## config.mk

```make
export PLATFORM = sky130hd
export DESIGN_NAME = sensor_hub_flat
export DESIGN_NICKNAME = d
export VERILOG_FILES = /design/src/rtl/sensor_hub_if.sv /design/src/rtl/sensor_hub.sv /design/src/flat_wrapper.sv
export SDC_FILE = /design/constraint.sdc
export NUM_CORES = 1
export LEC_CHECK = 0
export CAP_MARGIN = 15
export CORE_MARGIN = 5
export CORE_UTILIZATION = 25
export CTS_BUF_LIST = sky130_fd_sc_hd__clkbuf_16
export DETAILED_ROUTE_END_ITERATION = 8
export GPL_TIMING_DRIVEN = 0
export HOLD_SLACK_MARGIN = 0.05
export MAX_ROUTING_LAYER = met4
export PLACE_DENSITY_LB_ADDON = 0.15
export REMOVE_ABC_BUFFERS = 1
export SLEW_MARGIN = 20
export SYNTH_ARGS = -nofsm -noshare
export SYNTH_HDL_FRONTEND = slang
export SYNTH_HIERARCHICAL = 1
export SYNTH_SLANG_ARGS = --single-unit
```

## constraint.sdc

```tcl
create_clock -name clk -period 4.9 [get_ports clk]
set_clock_uncertainty 0.05 [all_clocks]
set_input_delay 0.735 -clock clk [delete_from_list [all_inputs] [get_ports clk]]
set_output_delay 0.735 -clock clk [all_outputs]
set_load 0.01 [all_outputs]
```

## src/rtl/sensor_hub_if.sv

```systemverilog
// sensor_hub_if: register-access bus of the sensor hub.
//   req    : access request, one access per cycle
//   we     : 1 = write, 0 = read
//   addr   : byte address (bits [1:0] ignored by the slave)
//   wdata  : write data
//   rdata  : registered read data, held between reads
//   rvalid : one-cycle pulse, the cycle after a read request
interface sensor_hub_if;
  logic        req;
  logic        we;
  logic [7:0]  addr;
  logic [31:0] wdata;
  logic [31:0] rdata;
  logic        rvalid;

  modport master (output req, we, addr, wdata, input rdata, rvalid);
  modport slave  (input req, we, addr, wdata, output rdata, rvalid);
endinterface

```

## src/rtl/sensor_hub.sv

```systemverilog
// sensor_hub: NCH-channel sensor acquisition hub with per-channel sample FIFOs,
// fill-threshold interrupts and a simple register bus.
//   clk, rstn        : single clock, synchronous active-low reset
//   bus (slave)      : register access (CTRL/MASK/STATUS/THRESH/DATA_i/COUNT_i)
//   sensor_en[i]     : channel i is acquiring
//   sensor_ready[i]  : channel i sample strobe
//   sensor_out       : samples, channel i at [i*DW +: DW]
//   sensor_interrupt : registered OR of unmasked pending bits
//
// sensor_hub_ch: one channel -- IDLE/ACQ/HOLD FSM plus a DEPTH-entry FIFO.
//   en_i/rdy_i/smp_i : CTRL bit, strobe and sample
//   pop_req_i        : DATA_i read this cycle (pops only when non-empty)
//   thresh_i         : fill threshold
//   sen_o/head_o/cnt_o/full_o : acquire enable, FIFO head (0 when empty),
//                               occupancy, full flag
//   pend_set_o       : count is stepping from thresh-1 to thresh this cycle
module sensor_hub_ch #(
  parameter int DEPTH = 8,
  parameter int DW    = 32
) (
  input  logic          clk,
  input  logic          rstn,
  input  logic          en_i,
  input  logic          rdy_i,
  input  logic [DW-1:0] smp_i,
  input  logic          pop_req_i,
  input  logic [6:0]    thresh_i,
  output logic          sen_o,
  output logic [31:0]   head_o,
  output logic [6:0]    cnt_o,
  output logic          full_o,
  output logic          pend_set_o
);
  localparam int AW = $clog2(DEPTH);
  localparam int CW = AW + 1;

  typedef enum logic [1:0] {IDLE = 2'd0, ACQ = 2'd1, HOLD = 2'd2} st_e;

  st_e            st_q, st_d;
  logic [31:0]    mem_q [DEPTH];
  logic [AW-1:0]  wp_q, rp_q;
  logic [CW-1:0]  cnt_q, cnt_d;
  logic           push, pop, full;

  assign full = (cnt_q == CW'(DEPTH));
  // en_i gates the push so a sample arriving the cycle CTRL drops is lost
  // rather than landing while the FSM is still on its way to IDLE.
  assign push = rdy_i & en_i & (st_q == ACQ);
  assign pop  = pop_req_i & (cnt_q != '0);

  always_comb begin
    cnt_d = cnt_q;
    if (push && !pop)      cnt_d = cnt_q + CW'(1);
    else if (pop && !push) cnt_d = cnt_q - CW'(1);
  end

  always_comb begin
    st_d = st_q;
    if (!en_i) st_d = IDLE;
    else begin
      case (st_q)
        IDLE:    if (!full) st_d = ACQ;
        ACQ:     if (push && !pop && cnt_q == CW'(DEPTH - 1)) st_d = HOLD;
        HOLD:    if (pop) st_d = ACQ;
        default: st_d = IDLE;
      endcase
    end
  end

  always_ff @(posedge clk) begin
    if (!rstn) begin
      st_q  <= IDLE;
      wp_q  <= '0;
      rp_q  <= '0;
      cnt_q <= '0;
    end else begin
      st_q  <= st_d;
      cnt_q <= cnt_d;
      if (push) wp_q <= wp_q + AW'(1);
      if (pop)  rp_q <= rp_q + AW'(1);
    end
  end

  // Storage is not reset; pointers/count define what is valid.
  always_ff @(posedge clk) begin
    if (push) mem_q[wp_q] <= 32'(smp_i);
  end

  assign sen_o      = en_i & (st_q == ACQ);
  assign head_o     = (cnt_q != '0) ? mem_q[rp_q] : 32'd0;
  assign cnt_o      = 7'(cnt_q);
  assign full_o     = full;
  // Only a net +1 step can cross upward; thresh 0 never matches cnt+1 and
  // thresh > DEPTH is unreachable, so no range check is needed.
  assign pend_set_o = push & ~pop & ((7'(cnt_q) + 7'd1) == thresh_i);
endmodule

module sensor_hub #(
  parameter int NCH   = 4,
  parameter int DEPTH = 8,
  parameter int DW    = 32
) (
  input  logic              clk,
  input  logic              rstn,
  sensor_hub_if.slave       bus,
  output logic [NCH-1:0]    sensor_en,
  input  logic [NCH-1:0]    sensor_ready,
  input  logic [NCH*DW-1:0] sensor_out,
  output logic              sensor_interrupt
);
  logic [5:0]            widx;
  logic                  wr, rd;
  logic [NCH-1:0]        ctrl_q, mask_q, pend_q, pend_d;
  logic [6:0]            thresh_q;
  logic                  irq_q, rvalid_q;
  logic [31:0]           rdata_q, rdata_d;
  logic [NCH-1:0]        pop_req, full, pset, clr;
  logic [NCH-1:0][31:0]  head;
  logic [NCH-1:0][6:0]   cnt;
  logic                  unused_bits;

  assign widx        = bus.addr[7:2];
  assign wr          = bus.req & bus.we;
  assign rd          = bus.req & ~bus.we;
  assign unused_bits = ^{bus.addr[1:0], bus.wdata};

  for (genvar i = 0; i < NCH; i++) begin : g_ch
    assign pop_req[i] = rd && (widx == 6'(8 + i));
    sensor_hub_ch #(.DEPTH(DEPTH), .DW(DW)) u_ch (
      .clk        (clk),
      .rstn       (rstn),
      .en_i       (ctrl_q[i]),
      .rdy_i      (sensor_ready[i]),
      .smp_i      (sensor_out[i*DW +: DW]),
      .pop_req_i  (pop_req[i]),
      .thresh_i   (thresh_q),
      .sen_o      (sensor_en[i]),
      .head_o     (head[i]),
      .cnt_o      (cnt[i]),
      .full_o     (full[i]),
      .pend_set_o (pset[i])
    );
  end

  // W1C clear, with a same-cycle set taking priority.
  assign clr    = (wr && widx == 6'd2) ? bus.wdata[NCH-1:0] : '0;
  assign pend_d = (pend_q & ~clr) | pset;

  always_comb begin
    rdata_d = rdata_q;
    if (rd) begin
      rdata_d = '0;
      case (widx)
        6'd0: rdata_d[NCH-1:0] = ctrl_q;
        6'd1: rdata_d[NCH-1:0] = mask_q;
        6'd2: begin
          rdata_d[NCH-1:0]  = pend_q;
          rdata_d[8 +: NCH] = full;
        end
        6'd3: rdata_d[6:0] = thresh_q;
        default: begin
          for (int i = 0; i < NCH; i++) begin
            if (widx == 6'(8 + i))  rdata_d = head[i];
            if (widx == 6'(16 + i)) rdata_d = 32'(cnt[i]);
          end
        end
      endcase
    end
  end

  always_ff @(posedge clk) begin
    if (!rstn) begin
      ctrl_q   <= '0;
      mask_q   <= '0;
      thresh_q <= '0;
      pend_q   <= '0;
      irq_q    <= 1'b0;
      rdata_q  <= '0;
      rvalid_q <= 1'b0;
    end else begin
      if (wr && widx == 6'd0) ctrl_q   <= bus.wdata[NCH-1:0];
      if (wr && widx == 6'd1) mask_q   <= bus.wdata[NCH-1:0];
      if (wr && widx == 6'd3) thresh_q <= bus.wdata[6:0];
      pend_q   <= pend_d;
      irq_q    <= |(pend_q & mask_q);
      rdata_q  <= rdata_d;
      rvalid_q <= rd;
    end
  end

  assign bus.rdata        = rdata_q;
  assign bus.rvalid       = rvalid_q;
  assign sensor_interrupt = irq_q;
endmodule

```

## src/flat_wrapper.sv

```systemverilog
// flat-port wrapper written by rule: the top's interface ports become plain ports
module sensor_hub_flat 
#(
  parameter int NCH   = 4,
  parameter int DEPTH = 8,
  parameter int DW    = 32
)
  (clk, rstn, sensor_en, sensor_ready, sensor_out, sensor_interrupt, bus_req, bus_we, bus_addr, bus_wdata, bus_rdata, bus_rvalid);
  sensor_hub_if bus_i ();
  input  logic clk;
  input  logic rstn;
  output logic [NCH-1:0] sensor_en;
  input  logic [NCH-1:0] sensor_ready;
  input  logic [NCH*DW-1:0] sensor_out;
  output logic sensor_interrupt;
  input wire logic [$bits(bus_i.req)-1:0] bus_req;
  input wire logic [$bits(bus_i.we)-1:0] bus_we;
  input wire logic [$bits(bus_i.addr)-1:0] bus_addr;
  input wire logic [$bits(bus_i.wdata)-1:0] bus_wdata;
  output wire logic [$bits(bus_i.rdata)-1:0] bus_rdata;
  output wire logic [$bits(bus_i.rvalid)-1:0] bus_rvalid;
  assign bus_i.req = bus_req;
  assign bus_i.we = bus_we;
  assign bus_i.addr = bus_addr;
  assign bus_i.wdata = bus_wdata;
  assign bus_rdata = bus_i.rdata;
  assign bus_rvalid = bus_i.rvalid;
  sensor_hub #(.NCH(NCH), .DEPTH(DEPTH), .DW(DW)) u_core (.clk(clk), .rstn(rstn), .bus(bus_i), .sensor_en(sensor_en), .sensor_ready(sensor_ready), .sensor_out(sensor_out), .sensor_interrupt(sensor_interrupt));
endmodule
```

# After elaboration in Yosys (flattened, before gate mapping)

Memories as Yosys holds them, arrays and structs flattened. A register that Yosys moved wholly into a read port is not among the register bits.
Cells that the tools add are included.

Bits in registers: 101
Bits in latches: 0
Memory bits (writable): 1024
ROM bits: 0
Logic and storage cells: 236
Memories: 4

Memory list:

| name                      | words | bits a word | read ports | clocked after Yosys merged registers in | wr ports | RTL line         | RTL |
|---|---|---|---|---|---|---|---|
| u_core.g_ch[0].u_ch.mem_q | 8     | 32          | 1          | 1                                       | 1        | sensor_hub.sv:40 | `logic [31:0] mem_q [DEPTH];` |
| u_core.g_ch[1].u_ch.mem_q | 8     | 32          | 1          | 1                                       | 1        | sensor_hub.sv:40 |  |
| u_core.g_ch[2].u_ch.mem_q | 8     | 32          | 1          | 1                                       | 1        | sensor_hub.sv:40 |  |
| u_core.g_ch[3].u_ch.mem_q | 8     | 32          | 1          | 1                                       | 1        | sensor_hub.sv:40 |  |

Add/sub/neg operators: 20
Multipliers: 0
Divide/modulo/power cells: 0
Order comparisons: 0
Equal/unequal tests: 43
Shift operators: 0
Mux-type cells: 58
Bitwise logic cells: 35
Reduce and logical (&&, ||, !) cells: 53

Operator list:

| kind                | count |
|---|---|
| $mux 32             | 12 |
| $mux 4              | 9 |
| $eq 5x7->1          | 4 |
| $and 1x1->1         | 26 |
| $add 3x1->3 const B | 8 |
| $eq 6x4->1 const B  | 4 |
| $eq 6x5->1 const B  | 4 |
| $mux 2              | 12 |
| $mux 3              | 8 |
| $pmux 2 s3          | 4 |
| $add 4x1->5 const B | 4 |
| $logic_and 1x1->1   | 20 |
| $mux 20             | 1 |
| $add 4x1->4 const B | 4 |
| $eq 4x3->1 const B  | 4 |
| $eq 4x4->1 const B  | 4 |
| $ne 2x2->1 const B  | 8 |
| $pmux 4 s4          | 1 |
| $reduce_bool 4->1   | 4 |
| $sub 4x1->4 const B | 4 |
| $eq 6x2->1 const B  | 2 |
| $reduce_and 3->1    | 4 |
| $mux 1              | 9 |
| $and 4x4->4         | 2 |
| other kinds (16)    | 47 |

# Longest topological paths before layout

Depth in word-level cells: 11
Mapped depth: 14
Depth with buffers taken out: 11

# By module

Netlist, hierarchy kept.

By module, submodules not included:

| module        | times used | cells an instance | area each (um2) | sequential area each (um2) |
|---|---|---|---|---|
| sensor_hub_ch | 4          | 516               | 10692.8         | 7987.7 |
| sensor_hub    | 1          | 341               | 3394.5          | 1061.0 |

# Worst setup path after synthesis

No wires, ideal clock.

Kind: input to register
From: input port sensor_ready[1]
To: memory u_core.g_ch[1].u_ch.mem_q[0][0], enable pin
Setup time: 0.461 ns
Arrival time: 3.219 ns
Slack: 1.169 ns
Stages: 4
Path buffers: 0
Path through: nand2_1 inv_2 nand2b_1 nor3_1

Word-level cells in the longest chain between the ends: 4

RTL lines:

| element                      | RTL line           | RTL |
|---|---|---|
| start: declaration           | flat_wrapper.sv:13 | `input logic [NCH-1:0] sensor_ready;` |
| $and 1x1->1 (2 in a row)     | sensor_hub.sv:48   | `assign push = rdy_i & en_i & (st_q == ACQ);` |
| via u_core.g_ch[1].u_ch.push | sensor_hub.sv:43   | `logic push, pop, full;` |
| $mux 1                       | sensor_hub.sv:86   | `if (push) mem_q[wp_q] <= 32'(smp_i);` |
| $mux 1 (implied by the code) | sensor_hub.sv:86   |  |
| end: declaration             | sensor_hub.sv:40   |  |

The timed path passes the listed nets, and every way through them passes these cells.

# Worst setup path in the final report

From: input port bus_addr[5]
To: register u_core.g_ch[2].u_ch.cnt_q[3]

Word-level cells in the longest chain between the ends: 6
Elaborated cells on any way between the ends: 8

RTL lines:

| element                                            | RTL line           | RTL |
|---|---|---|
| start: declaration                                 | flat_wrapper.sv:18 | `input wire logic [$bits(bus_i.addr)-1:0] bus_addr;` |
| $eq 6x4->1 *                                       | sensor_hub.sv:128  | `assign pop_req[i] = rd && (widx == 6'(8 + i));` |
| $logic_and 1x1->1 *                                | sensor_hub.sv:128  |  |
| via u_core.pop_req[2]                              | sensor_hub.sv:117  | `logic [NCH-1:0] pop_req, full, pset, clr;` |
| $and 1x1->1 *                                      | sensor_hub.sv:49   | `assign pop = pop_req_i & (cnt_q != '0);` |
| $logic_not 1->1                                    | sensor_hub.sv:53   | `if (push && !pop) cnt_d = cnt_q + CW'(1);` |
| $logic_and 1x1->1                                  | sensor_hub.sv:53   |  |
| $mux 4 / $reduce_bool 2->1 (equally long branches) | --                 |  |
| end signal: assignment                             | sensor_hub.sv:78   | `cnt_q <= cnt_d;` |
| end: declaration                                   | sensor_hub.sv:42   | `logic [CW-1:0] cnt_q, cnt_d;` |

The timed path passes the listed nets; every way through them passes the cells marked *.
A chain may end at the register's enable or synchronous reset.

==> impl.org <==
** Synthesis
- Cell Area, Synth :: 46200 µm²
- Most frequent cell after synthesis :: sky130_fd_sc_hd__edfxtp_1
- Most instantiated flip-flop cell in the synthesis netlist :: sky130_fd_sc_hd__edfxtp_1
- By area the synthesized netlist is led by sky130_fd_sc_hd__edfxtp_1 67%, sky130_fd_sc_hd__mux4_2 14%, sky130_fd_sc_hd__dfxtp_1 4.9%.
- Sequential cell area fraction in the yosys report :: 0.715
- Synthesis-stage register bit count :: 1137
- Top cells by instance count after synthesis :: 1024 x sky130_fd_sc_hd__edfxtp_1, 281 x sky130_fd_sc_hd__mux4_2, 177 x sky130_fd_sc_hd__nor2_1
- The Yosys step of the flow raised 6 warnings.
- A synthesized cell averages 19.2 µm².
- Post-synthesis async set-or-reset flop share :: 0
- Area share of the largest cell type after synthesis :: 0.666
- Unique masters post-synth :: 68
- In the synthesized netlist, the number of instances is 2405.
- Dominant cell type by area after synthesis :: sky130_fd_sc_hd__edfxtp_1
- Count of flip-flops with a built-in enable after synthesis :: 1024

** Power
- In this run the power density over the cells is 362 nW/µm².
- VDD sags by at most 0.000234 V.
- Summed over all cells, the static leakage comes to 17.3 nW.

** CTS
- Clock-pin slew was measured on the worst setup and hold paths at 0.05 ns.
- TritonCTS created 133 clock buffers.
- The clock reaches the later pin of the worst-skew pair after 0.77 ns.
- The number of hold buffers added after CTS was 0.
- TritonCTS clock tree :: done
- Clock tree buffer depth :: 3
- Clock tree synthesis found a total of 1137 sinks.
- Post-cts resize count :: 0
- Cell chosen for the clock root :: sky130_fd_sc_hd__clkbuf_16
- In this run the post-CTS setup repair buffer count came out at 0.
- The H-tree generated during clock tree synthesis spans 4 levels.

** STA
- Peak clock frequency supported by timing :: 240 MHz
- Part of the cycle the worst path needs :: 0.851
- The worst path meets setup with 0.728 ns of slack.
- Headroom to the max-slew limit came out at 0.294.
- Setup-violating endpoint count in the final report :: 0
- Measured slew at the worst slew-check pin :: 1.04 ns
- Final number of max-transition violations :: 0
- Tmin final :: 4.17 ns
- Setup repair after global routing left no endpoint under its margin.
- Sum of negative setup slack :: 0 ns
- The number of hold violations in the final report was 0.

** Detailed routing
- Final ANT Viol Nets :: 0
- Routed Wire Length :: 132 mm
- Number of design rule violations left after detail routing :: 0
- The detailed router finished its first iteration with 1613 violations.
- The pre-antenna-repair detailed-routing pass consisted of 5 iterations.
- In the final routed layout, each cell accounts on average for 24.9 µm.
- For this block, the via count after detailed routing is 23298.
- Avg Vias per Cell :: 4.40

** Global route
- For this run, the total global-route usage over all layers was measured as 0.140.
- Vias in the first global route :: 24720
- Entering global routing, the biggest net connects 73 pins.
- Antenna violations before repair :: 45
- The total overflow left after global routing is 0.
- The first global-routing pass estimated 186 mm of wire.

** Cells and area
- Synth-to-Final Area Change :: 23.1%
- Utilization of the core after routing :: 0.310
- Number of nets at the end of the flow :: 2911
- Of the cells placed in the final design, the portion with a size suffix greater than 1 is 0.231.

** Placed design
- Worst slack after detailed placement :: 0.0320 ns
- Detailed placement finished with a half-perimeter wire length of 93.2 mm.
- Input and output buffers added on the ports amount to 186.
- Routability Congestion :: 0.746

** Floorplanning
- Top-Level Pins :: 214
- Number of standard-cell rows in the floorplan :: 157
- Total die area :: 193000 µm²
- Die width :: 440 µm
- Measured along the y axis, the die boundary spans 440 µm.
- After floorplanning, the core was sized to cover 183000 µm².
- Starting Density :: 0.252

** Setup path
- CP Max Fanout :: 9
- STA puts the critical path data arrival time at 4.81 ns.
- Critical path's top delay family :: simple AND/OR/NAND/NOR gates
- Slowest CP cell :: sky130_fd_sc_hd__nor4b_1
- Together, buffers and inverters on the worst path number 2.
- Data on the critical path is required at its endpoint by 5.54 ns.
- Among the stages of the critical path, the cell type that occurs most often is sky130_fd_sc_hd__ha_1.
- The worst setup path is launched from an input pin.
- Critical path type :: input pin to register
- Ordered list of cells on the worst path :: clkdlybuf4s50_1, nor4b_1, nand2_1, nor2_1, nand2b_1, ha_1, inv_1, ha_1, a21oi_1, a211oi_1, a31oi_1, mux2i_1
- For this run, the slowest stage of the critical path takes 0.89 ns.
- Element type at the critical path end :: register

** Min path
- The min-delay analysis places its worst path in the category input pin to register.

** Run status
- The flow ran to the end, and the final reports show no timing, DRC or antenna violations.

** Flow run
- Number of maximum-capacitance violations :: 0
-- kinds of logic (layout without fill, tap and decap cells) --
logic type                 count (synthesis)  count (layout)  synth area share
and+or+nand+nor                          441             441            0.0469
other                                      4              39          0.000325
muxes                                    444             444             0.174
AOI/OAI and AO/OA                        129             129            0.0202
buffers and inverters                    170             563            0.0251
adders and majority gates                 32              32           0.00932
DFF                                     1137            1137             0.715
xor gates and xnor gates                  48              48           0.00911
-- layer usage --
| metal | track usage | part of all wire | wire length [µm] | up-vias |
|---|---|---|---|---|
| li1 | - | - | - | 10249 |
| met1 | 0.165 | 0.41 | 54200 | 12292 |
| met2 | 0.233 | 0.51 | 66900 | 520 |
| met3 | 0.0306 | 0.045 | 5900 | 237 |
| met4 | 0.0537 | 0.037 | 4920 | 0 |
| met5 | - | 0 | 0 | - |
-- cell type report --
| cell class | count | area, µm² |
|---|---|---|
| clock inverter | 104 | 1000 |
| inverter | 24 | 90.1 |
| multi-input combinational | 1106 | 12300 |
| antenna | 27 | 67.6 |
| timing repair buffer | 301 | 3930 |
| clock buffer | 134 | 3350 |
| sequential | 1137 | 33100 |
| fill | 17696 | 127000 |
| tap | 2464 | 3080 |
-- where the power goes --
part           total, mW  internal, mW  leakage (nW)  switching [mW]
sequential          10.6          10.6          10.1         0.00592
clock               9.69          5.67          2.25            4.02
combinational      0.340         0.151          4.97           0.189
-- state kept, by name (all words and copies together), names as in the netlist, named ones only --
signal,cells
u_core/bus.rvalid,1
u_core/g_ch.u_ch/rp_q,12
u_core/ctrl_q,4
u_core/g_ch.u_ch/mem_q,1024
u_core/pend_q,4
u_core/g_ch.u_ch/cnt_q,16
u_core/g_ch.u_ch/st_q,8
u_core/sensor_interrupt,1
u_core/g_ch.u_ch/wp_q,12
u_core/mask_q,4
u_core/thresh_q,7
u_core/bus.rdata,32
-- worst register-to-register path, stage by stage, from the launching register on --
cell and delay, ns:
sky130_fd_sc_hd__dfxtp_1 0.47, sky130_fd_sc_hd__and3b_1 0.41, sky130_fd_sc_hd__nand2_1 0.30, sky130_fd_sc_hd__inv_2 0.21, sky130_fd_sc_hd__nand2b_1 0.27, sky130_fd_sc_hd__nor3_2 0.57
sky130_fd_sc_hd__buf_4 0.32, sky130_fd_sc_hd__buf_4 0.22, sky130_fd_sc_hd__buf_6 0.15
-- per-stage QoR --
step | hold slack, ns | total power [mW] | instance area, µm² | std cells
after floorplan | 0.407 | 10.8 | 45100 | 2267
after global placement | 0.421 | 11.1 | 50100 | 4917
after detailed placement | 0.441 | 11.1 | 52400 | 5032
after CTS | 0.300 | 20.9 | 56800 | 5270
after global routing | 0.341 | 21.4 | 56800 | 5294
final | 0.374 | 20.6 | 56800 | 5297
-- final timing paths --
| check | from | endpoint | slack [ns] | cells after the start |
|---|---|---|---|---|
| hold / removal | rstn | u_core/bus.rdata[4] | 0.37 | 3 |
| setup / recovery | bus_addr[5] | u_core/g_ch[2].u_ch/cnt_q[3] | 0.73 | 12 |
| hold reg to reg | u_core/g_ch[1].u_ch/wp_q[0] | u_core/g_ch[1].u_ch/wp_q[0] | 0.46 | 2 |
| setup reg to reg | u_core/ctrl_q[2] | u_core/g_ch[2].u_ch/mem_q[0][28] | 1.65 | 8 |
-- cells in the final DEF (no fill, tap or decap), drive strengths merged, types with 36 or more instances in the layout --
cell,n
buf,118
mux2i,156
clkinv,47
clkbuf,134
clkdlybuf4s50,183
nand2,80
nor2,180
edfxtp,1024
mux4,285
inv,66
nor2b,50
dfxtp,113
xnor2,36
Note: power is estimated with default switching activity, not from simulation.
